[config.mk]
export PLATFORM = sky130hd
export DESIGN_NAME = fp16_mul_pipe
export DESIGN_NICKNAME = d
export VERILOG_FILES = /design/src/rtl/fp16_pkg.sv /design/src/rtl/fp16_classify.sv /design/src/rtl/fp16_mul_pipe.sv
export SDC_FILE = /design/constraint.sdc
export NUM_CORES = 1
export LEC_CHECK = 0
export CAP_MARGIN = 20
export CORE_AREA = 5 5 161 163
export DETAILED_ROUTE_END_ITERATION = 12
export DIE_AREA = 0 0 166 168
export SYNTH_ARGS = -nofsm -noshare
export SYNTH_HDL_FRONTEND = slang
export SYNTH_HIERARCHICAL = 1
export SYNTH_SLANG_ARGS = --single-unit
[constraint.sdc]
create_clock -name clk -period 4.8 [get_ports clk]
set_clock_uncertainty 0.05 [all_clocks]
set_input_delay 0.48 -clock clk [delete_from_list [all_inputs] [get_ports clk]]
set_output_delay 0.48 -clock clk [all_outputs]
set_load 0.1 [all_outputs]
[src/rtl/fp16_pkg.sv]
// rtl/fp16_pkg.sv - FP16 constants and special-value helpers shared with fp16add
package fp16_pkg;

  localparam int         EXP_BIAS  = 15;
  localparam logic [4:0] EXP_MAX   = 5'h1F;
  localparam logic [9:0] QNAN_FRAC = 10'h200;

  typedef enum logic [1:0] {
    KIND_NORM,
    KIND_ZERO,
    KIND_INF,
    KIND_NAN
  } kind_t;

  // Encodes a non-normal result; sign is always carried through.
  function automatic logic [15:0] pack_special(input logic s, input kind_t k);
    case (k)
      KIND_NAN: return {s, EXP_MAX, QNAN_FRAC};
      KIND_INF: return {s, EXP_MAX, 10'h000};
      default:  return {s, 15'h0000};
    endcase
  endfunction

endpackage

[src/rtl/fp16_classify.sv]
// rtl/fp16_classify.sv - FP16 operand classifier (flush-to-zero) with hidden-bit mantissa
module fp16_classify
  import fp16_pkg::*;
(
  input  logic [4:0]  exp_f,
  input  logic [9:0]  frac,
  output logic        is_zero,
  output logic        is_inf,
  output logic        is_nan,
  output logic [10:0] mant
);

  // Denormals (exp==0) are treated as zero.
  assign is_zero = (exp_f == 5'd0);
  assign is_inf  = (exp_f == EXP_MAX) && (frac == 10'd0);
  assign is_nan  = (exp_f == EXP_MAX) && (frac != 10'd0);
  assign mant    = {1'b1, frac};

endmodule

[src/rtl/fp16_mul_pipe.sv]
// rtl/fp16_mul_pipe.sv - three-stage FP16 multiplier, truncating, FTZ, single global stall
module fp16_mul_pipe
  import fp16_pkg::*;
#(
  parameter int TAG_W = 1
) (
  input  logic             clk,
  input  logic             rst_n,
  input  logic             in_valid,
  output logic             in_ready,
  input  logic [15:0]      in_a,
  input  logic [15:0]      in_b,
  input  logic [TAG_W-1:0] in_tag,
  output logic             out_valid,
  input  logic             out_ready,
  output logic [15:0]      out_p,
  output logic [TAG_W-1:0] out_tag
);

  logic en;
  logic v1, v2, v3;

  assign en        = ~out_valid | out_ready;
  assign in_ready  = en;
  assign out_valid = v3;

  logic        a_zero, a_inf, a_nan, b_zero, b_inf, b_nan;
  logic [10:0] a_mant, b_mant;

  fp16_classify u_cls_a (
    .exp_f   (in_a[14:10]),
    .frac    (in_a[9:0]),
    .is_zero (a_zero),
    .is_inf  (a_inf),
    .is_nan  (a_nan),
    .mant    (a_mant)
  );

  fp16_classify u_cls_b (
    .exp_f   (in_b[14:10]),
    .frac    (in_b[9:0]),
    .is_zero (b_zero),
    .is_inf  (b_inf),
    .is_nan  (b_nan),
    .mant    (b_mant)
  );

  kind_t              kind_in;
  logic signed [6:0]  esum;

  assign esum = $signed({2'b00, in_a[14:10]}) + $signed({2'b00, in_b[14:10]}) - 7'(EXP_BIAS);

  always_comb begin
    kind_in = KIND_NORM;
    if (a_nan || b_nan || (a_inf && b_zero) || (b_inf && a_zero)) kind_in = KIND_NAN;
    else if (a_inf || b_inf)                                      kind_in = KIND_INF;
    else if (a_zero || b_zero)                                    kind_in = KIND_ZERO;
  end

  always_ff @(posedge clk or negedge rst_n) begin
    if (!rst_n) begin
      v1 <= 1'b0;
      v2 <= 1'b0;
      v3 <= 1'b0;
    end else if (en) begin
      v1 <= in_valid;
      v2 <= v1;
      v3 <= v2;
    end
  end

  logic               s1_sign, s2_sign;
  logic signed [6:0]  s1_exp, s2_exp;
  kind_t              s1_kind, s2_kind;
  logic [10:0]        s1_ma, s1_mb;
  logic [11:0]        s2_prod;
  logic [TAG_W-1:0]   s1_tag, s2_tag;

  // Only product bits [21:10] matter under truncation, so S2 keeps just those.
  always_ff @(posedge clk) begin
    if (en) begin
      s1_sign <= in_a[15] ^ in_b[15];
      s1_exp  <= esum;
      s1_kind <= kind_in;
      s1_ma   <= a_mant;
      s1_mb   <= b_mant;
      s1_tag  <= in_tag;
      s2_sign <= s1_sign;
      s2_exp  <= s1_exp;
      s2_kind <= s1_kind;
      s2_prod <= 12'(({11'b0, s1_ma} * {11'b0, s1_mb}) >> 10);
      s2_tag  <= s1_tag;
    end
  end

  logic signed [6:0] exp_n;
  logic [9:0]        frac_n;
  logic [15:0]       result;

  always_comb begin
    exp_n  = s2_exp + (s2_prod[11] ? 7'sd1 : 7'sd0);
    frac_n = s2_prod[11] ? s2_prod[10:1] : s2_prod[9:0];
    result = {s2_sign, exp_n[4:0], frac_n};
    if (s2_kind != KIND_NORM)   result = pack_special(s2_sign, s2_kind);
    else if (exp_n >= 7'sd31)   result = pack_special(s2_sign, KIND_INF);
    else if (exp_n <= 7'sd0)    result = pack_special(s2_sign, KIND_ZERO);
  end

  always_ff @(posedge clk or negedge rst_n) begin
    if (!rst_n) begin
      out_p   <= 16'h0000;
      out_tag <= '0;
    end else if (en) begin
      out_p   <= result;
      out_tag <= s2_tag;
    end
  end

endmodule

Yosys cells after proc, flatten, opt, wreduce, memory -nomap -nowiden
Index checks and enable logic that the tools add are counted.
- output and inout bits: 19
- bits in registers: 74
- word-level logic and storage cells: 57
- bits of input ports: 37
- reduce and logical (&&, ||, !) cells: 19
- $lt $le $gt $ge: 2
- equality and inequality tests: 4
- add/subtract/negate cells: 3
- multiply operators: 1
- bitwise gates (word level): 3
- muxes and demuxes: 8
- operators with widths (operator ; number):
    15-bit two-way mux ; 3
    15-bit one-hot mux with 2 select lines ; 1
    11-bit by 11-bit multiplier with 22-bit output ; 1
    10-bit logical NOT ; 2
    10-bit nonzero test ; 2
    5-bit == test (second input constant) ; 2
    5-bit logical NOT ; 2
    10-bit two-way mux ; 1
    7-bit by 2-bit adder with 7-bit output ; 1
    7-bit by 6-bit >= comparator with 1-bit output (second input constant) ; 1
    7-bit by 1-bit <= comparator with 1-bit output (second input constant) ; 1
    6-bit by 4-bit subtractor with 7-bit output (second input constant) ; 1
    5-bit by 5-bit adder with 6-bit output ; 1
    1-bit logical AND ; 6
    1-bit logical OR ; 5
    2-bit == test (second input constant) ; 2
    1-bit two-way mux ; 3
    2-bit nonzero test ; 1
    2-bit OR reduction ; 1
    1-bit inverter ; 1
    1-bit bitwise OR ; 1
    1-bit XOR ; 1

Longest topological paths before layout
Gate-level depths: netlist of run 1.
- depth in word-level cells: 6
- gate-level depth with buffers: 19
- depth with buffers taken out: 18

By module
The synthesis of run 1 kept the hierarchy.
- modules (own cells, without submodules) (module ; area an instance (µm²) ; cells each ; sequential area each (µm²) ; times used):
    fp16_mul_pipe ; 6844.1 ; 629 ; 2182.1 ; 1
    fp16_classify ; 141.4 ; 22 ; 0.0 ; 2

Worst setup path after synthesis of run 1
Ideal clock, no wire load.
- path kind: flip-flop to flip-flop
- start point: register s1_mb[2]
- end point: register s2_prod[11] (data pin)
- clock period less this slack: 5.004 ns
- stages on the path, launching flop included: 18
- data required time: 4.491 ns
- library setup time: 0.259 ns
- setup slack: -0.204 ns
- path buffers: 1
- data arrival time: 4.695 ns
- cell sequence: edfxtp_1 > clkbuf_1 > nand2_1 > fa_1 > fa_1 > fa_1 > inv_1 > fa_1 > inv_1 > fa_1 > inv_1 > ha_1 > a21oi_1 > nor2_1 > a21o_1 > a221oi_2 > o21ai_1 > xnor2_1
- word-level cells in the longest chain between the ends: 1
- RTL lines (element ; line ; RTL):
    start, declared ; fp16_mul_pipe.sv:75 ; logic [10:0] s1_ma, s1_mb;
    start signal, assigned ; fp16_mul_pipe.sv:86 ; s1_mb <= b_mant;
    11-bit by 11-bit multiplier with 22-bit output ; fp16_mul_pipe.sv:91 ; s2_prod <= 12'(({11'b0, s1_ma} * {11'b0, s1_mb}) >> 10);
    end signal, assigned ; fp16_mul_pipe.sv:91 ;
    end, declared ; fp16_mul_pipe.sv:76 ; logic [11:0] s2_prod;
No other way between the ends.
A chain may end at the register's enable or synchronous reset.

Final worst setup path of run 1
- start point: register s1_ma[5]
- end point: register s2_prod[8] (data pin)
- word-level cells in the longest chain between the ends: 1
- RTL lines (element ; line ; RTL):
    start, declared ; fp16_mul_pipe.sv:75 ;
    start signal, assigned ; fp16_mul_pipe.sv:85 ; s1_ma <= a_mant;
    11-bit by 11-bit multiplier with 22-bit output ; fp16_mul_pipe.sv:91 ;
No other way between the ends.

==> results of run 1 <==
## worst register-to-register path, cell delays in order, from the launching register on
cell      delay (ps)
edfxtp_1         480
buf_6            170
buf_4            130
and2_4           130
fa_1             460
fa_1             520
fa_1             430
fa_1             490
inv_1             50
fa_1             510
inv_2             50
ha_4             160
a211oi_2         200
o21ai_1           90
a21o_1           220
a221oi_4         320
o21bai_1         110
xor2_1           140
## area by class of cell
type | instances | area (um^2)
well taps | 324 | 405.4
multi-input cells | 444 | 4527
fillers | 2353 | 15170
repair buffers | 142 | 1220
flip-flops and latches | 76 | 2182
inverters | 103 | 386.6
clock inverters | 7 | 56.30
clock buffers | 9 | 225.2
## routing by layer
metal / routed length, um / global-route usage / vias up
met4: 290 / 0.03910 / 0
met2: 7885 / 0.2124 / 55
li1: - / - / 2359
met5: 0 / 0 / -
met1: 6275 / 0.1327 / 2383
met3: 367 / 0.01266 / 18
## cells by family (layout without fill, tap and decap cells)
group	count (synthesis)	after routing	share of synthesized area
other	2	2	0.001054
XOR/XNOR	25	25	0.03072
adder cells (fa/ha/maj)	148	148	0.3441
AND/OR/NAND/NOR	198	198	0.1426
buffers and inverters	153	261	0.09322
multiplexers	10	10	0.01563
flip-flops	76	76	0.3062
AO/OA/AOI/OAI	61	61	0.06654
## timing repair
item | 4_1_cts | 5_1_grt
endpoints found under the hold margin | 0 | 0
setup buffers | 28 | 3
gates resized for setup | 32 | 22
hold buffers | 0 | 0
endpoints found under the setup margin | 10 | 11
pin swaps | 30 | 16
## registers in the layout, indices dropped and copies added (netlist names), 2 cells and up
register and count:
s1_mb 11, s1_kind 2, s1_ma 11, s2_kind 2
s2_exp 7, s2_prod 12, s1_exp 7, out_p 16
## Yosys cell counts, types with 2 or more instances
| library cell | number | area, um^2 |
|---|---|---|
| or4_1 | 2 | 15.01 |
| fa_1 | 80 | 1602 |
| edfxtp_1 | 56 | 1682 |
| nand2b_1 | 2 | 12.51 |
| nor3b_1 | 2 | 15.01 |
| a21o_1 | 5 | 37.54 |
| clkbuf_1 | 21 | 78.83 |
| a21oi_1 | 18 | 90.09 |
| nor3_1 | 2 | 10.01 |
| a32o_1 | 9 | 90.09 |
| dfrtp_1 | 20 | 500.5 |
| ha_1 | 68 | 850.8 |
| and2_1 | 70 | 437.9 |
| a211oi_1 | 2 | 15.01 |
| o21ai_0 | 8 | 40.04 |
| nand2_1 | 72 | 270.3 |
| nand3_1 | 9 | 45.04 |
| conb_1 | 2 | 7.510 |
| inv_1 | 103 | 386.6 |
| buf_4 | 22 | 165.2 |
| nor2_1 | 16 | 60.06 |
| o21ai_1 | 2 | 10.01 |
| nor4_1 | 5 | 31.28 |
| xnor2_1 | 15 | 131.4 |
| mux2_2 | 9 | 101.4 |
| and3_2 | 2 | 15.01 |
| a31oi_1 | 3 | 18.77 |
| nand4_1 | 4 | 25.02 |
| nor2b_1 | 5 | 31.28 |
| buf_2 | 6 | 30.03 |
| xor2_1 | 10 | 87.58 |
| and3_1 | 3 | 18.77 |
## stage by stage
stage / util / setup WS, ps / cell area (um^2)
2_1_floorplan: - / 18.66 / 7212
3_3_place_gp: 0.3418 / -227.3 / 8263
3_5_place_dp: 0.3418 / -303.2 / 8263
4_1_cts: 0.3684 / -134.7 / 8906
5_1_grt: 0.3724 / -346.0 / 9002
6_report: 0.3724 / -141.9 / 9002
## path summary, 6_finish.rpt
check	start	endpoint	slack, ps	cells after the start
max	s1_ma[5]	s2_prod[8]	-140	17
min	s1_exp[2]	s2_exp[2]	370	0
max reg2reg	s1_ma[5]	s2_prod[8]	-140	17
min reg2reg	s1_exp[2]	s2_exp[2]	370	0
max in group asynchronous	rst_n	out_p[9]	3540	1
min in group asynchronous	rst_n	v2	610	1
==> results.cfg, run 1 <==
[synthesis]
ys_types = 52
synthFlopType = edfxtp_1
yosys_warnings = 6
ys_async_sr_fraction = 0.2632
syn_avg_cell_area_um2 = 10.59
syn_area_um2 = 7127
synth_edf_count = 56
synth_seq_cells = 76
ys_seq_area_frac = 0.3062
synthCells = 673
syn_nets = 858

[route]
drc = 0
drtIter0Drc = 184
wire_per_inst_um = 13.41
drtPass1Iterations = 4
vias = 4815
wl_um = 14820
via_per_inst = 4.357
antenna_left = 0

[sta]
relSlewSlack = 0.3196
fmax_mhz = 202.4
hold_slack_ps = 368.6
rsz0062_at_grt = true
setup_violations = 9
max_slew.worst_pin.slew_ps = 1017
setup_slack_ps = -141.9
min_period_ps = 4942
drv_slew = 0
finalCritPeriodShare = 1.030
timing.final.hold_violations = 0
finalSetupTns_ps = -840.6

[global_route]
grt_max_degree = 35
first_global_vias = 5371
grt_usage = 0.1127
grt.overflow.total = 0
grt_pass1_wl_um = 25890
grt_antenna_before_repair = 0

[layout]
final_common_cell = inv_1
final_cell_mix = inv_1, fa_1, buf_4, nand2_1, and2_1
fin_cells = 1105
area_growth_pct = 26.32
final_nets = 961
antenna_cells = 0
drive_gt1_frac = 0.2125

[place]
dp.cells = 1058
port_buffers = 55
dpl.hpwl_um = 11640
gp_congestion = 0.8222

[setup_path]
timing.critical_path.required_ps = 4840
path_class = reg -> reg
crit_chain = buf_6 > buf_4 > and2_4 > fa_1 > fa_1 > fa_1 > fa_1 > inv_1 > fa_1 > inv_2 > ha_4 > a211oi_2 > o21ai_1 > a21o_1 > a221oi_4 > o21bai_1 > xor2_1
cp_top_family = adder cells
critical_path_peak_fanout = 4
worst_setup_path_end_kind = flip-flop
slowest_delay_ps = 520
critPathLaunchType = flip-flop
critPathBufInv = 4
path_common_cell = fa_1
arrival_ps = 4980
crit_slowest_cell = fa_1

[outcome]
status = finished, violations left
violations = setup timing

[cts]
htreeDepth = 3
cts_max_path_buffers = 2
cts.sinks = 76
cts_tree = built
cts_inserted_buffers = 9
clk_latency_ps = 340
cts-root-buf = clkbuf_16
clk_pin_slew_ps = 60

[floorplan]
boundaryPins = 56
die_w_um = 166
initial_utilization = 0.2948
dieArea_um2 = 27890
num_rows = 57
core_area_um2 = 24180
die_h_um = 168

[min_path]
hold_path_class = reg -> reg

[flow_run]
drv_cap = 0
Power of run 1 is left out: the tool's default activity adds up to more than one toggle a clock period on the data nets, which glitch-free logic cannot reach.
==> run 2: changes to the inputs <==
--- a/config.mk
+++ b/config.mk
@@ -9,6 +9,7 @@
 export CORE_AREA = 5 5 161 163
 export DETAILED_ROUTE_END_ITERATION = 12
 export DIE_AREA = 0 0 166 168
+export MAX_ROUTING_LAYER = met4
 export SYNTH_ARGS = -nofsm -noshare
 export SYNTH_HDL_FRONTEND = slang
 export SYNTH_HIERARCHICAL = 1
==> run 2 against run 1 <==
The flow still finishes with violations (setup timing). Die area unchanged. Flip-flop and latch count unchanged. Setup slack worse by 31 ps. Hold slack worse by 2.5 ps. Utilization down 0.057 points. Global-route usage up 0.34 points.
==> results.cfg, run 2 (synthesis results as in run 1) <==
[outcome]
status = finished, violations left
violations = setup timing

[cts]
cts_max_path_buffers = 2
cts.sinks = 76
clk_latency_ps = 340
hold_buffers = 0
clk_pin_slew_ps = 70
cts-root-buf = clkbuf_16
cts_tree = built
cts_inserted_buffers = 9
htreeDepth = 3

[floorplan]
initial_utilization = 0.2948
die_h_um = 168
die_w_um = 166
boundaryPins = 56
dieArea_um2 = 27890
num_rows = 57
core_area_um2 = 24180

[layout]
top_register = out_p
area_growth_pct = 26.12
drive_gt1_frac = 0.2067
reg_top3 = out_p: 16 flops, s2_prod: 12 flops
fin_cells = 1103
antenna_cells = 0
final_nets = 959
largest_reg_flops = 16
final_cell_mix = inv_1, fa_1, buf_4, nand2_1, and2_1
final_common_cell = inv_1

[route]
met2_length_um = 7864
dr.max_layer_used = met4
drtIter0Drc = 189
dr_wl_met3_um = 385
drc = 0
vias = 4820
drtPass1Iterations = 4
met1_length_um = 6315
via_per_inst = 4.370
wire_per_inst_um = 13.47
antenna_left = 0
wl_um = 14860

[setup_path]
timing.critical_path.required_ps = 4840
crit_slowest_cell = fa_1
r2r_slack_ps = -170
r2r_end = s2_prod[8]
arrival_ps = 5020
worstRegToRegCells = 17
slowest_delay_ps = 520
path_class = reg -> reg
critical_path_peak_fanout = 4
path_common_cell = fa_1
reg2reg_from = s1_ma[5]
worst_setup_path_end_kind = flip-flop
crit_chain = buf_6 > buf_4 > and2_4 > fa_1 > fa_1 > fa_1 > fa_1 > inv_1 > fa_1 > inv_1 > ha_4 > a211oi_2 > o21ai_1 > a21o_1 > a221oi_4 > o21bai_1 > xor2_1
critPathLaunchType = flip-flop

[min_path]
hp-start = s1_sign
hold_path_class = reg -> reg
whs_path_depth = 0
min_to = s2_sign

[global_route]
grt.overflow.total = 0
grt_pass1_wl_um = 25910
grt_max_degree = 35
grt_usage = 0.1161
grt_antenna_before_repair = 0
first_global_vias = 5372

[sta]
finalCritPeriodShare = 1.036
max_slew.worst_pin.slew_ps = 1017
setup_slack_ps = -173.0
relSlewSlack = 0.3196
drv_slew = 0
timing.final.hold_violations = 0
fmax_mhz = 201.1
setup_violations = 8
rsz0062_at_grt = true
min_period_ps = 4973

[place]
dpl.hpwl_um = 11640
port_buffers = 55
pre_cts_ws_ps = -303.2
dp.cells = 1058
gp_congestion = 0.8346

[flow_run]
drv_cap = 0
run 2: cell types whose count changed in the layout (fill, tap and decap cells not counted), sizes merged:
cell  before  now
buf       87   85
run 2: critical path, delay by kind of cell (launching register included):
family	cells	cell delay [ps]
flip-flops	1	470
buffers and inverters	4	420
AND/OR/NAND/NOR	1	130
XOR/XNOR	1	140
AO/OA/AOI/OAI	5	960
adder cells (fa/ha/maj)	6	2560
run 2: final cells by class:
class	count	area, um^2
sequential	76	2182
inverter	103	386.6
clock buffer	9	225.2
multi-input combinational	444	4528
tap	324	405.4
timing repair buffer	140	1205
clock inverter	7	56.30
fill	2356	15190
run 2: worst max-delay path by stage:
stage                        endpoint  slack (ps)      from  depth (start not counted)
final                      s2_prod[8]        -170  s1_ma[5]                         17
after global routing      s2_prod[11]        -380  s1_ma[5]                         17
after CTS                 s2_prod[10]        -130  s1_ma[5]                         16
after detailed placement   s2_prod[8]        -300  s1_mb[2]                         16
after global placement     s2_prod[8]        -230  s1_ma[5]                         16
after floorplan            s2_prod[8]          20  s1_mb[7]                         16
run 2: layer usage:
metal | GRT usage | vias up
li1 | - | 2357
met1 | 0.1336 | 2383
met2 | 0.2120 | 61
met3 | 0.01219 | 19
met4 | 0.03910 | 0
met5 | - | -
run 2: through the flow:
| step | area [um^2] | hold slack (ps) | util | TNS [ps] |
|---|---|---|---|---|
| after floorplan | 7212 | 134.4 | - | 0 |
| after global placement | 8263 | 351.9 | 0.3418 | -1487 |
| after detailed placement | 8263 | 355.2 | 0.3418 | -1963 |
| after CTS | 8906 | 366.7 | 0.3684 | -829.5 |
| after global routing | 8989 | 376.0 | 0.3718 | -2941 |
| final | 8989 | 366.0 | 0.3718 | -942.1 |
run 2: repair_timing:
item,4_1_cts,5_1_grt
setup endpoints to repair,10,11
gates resized for setup,32,19
setup buffers,28,1
pin swaps,30,14
endpoints found under the hold margin,0,0
Power of run 2 is left out for the same reason.
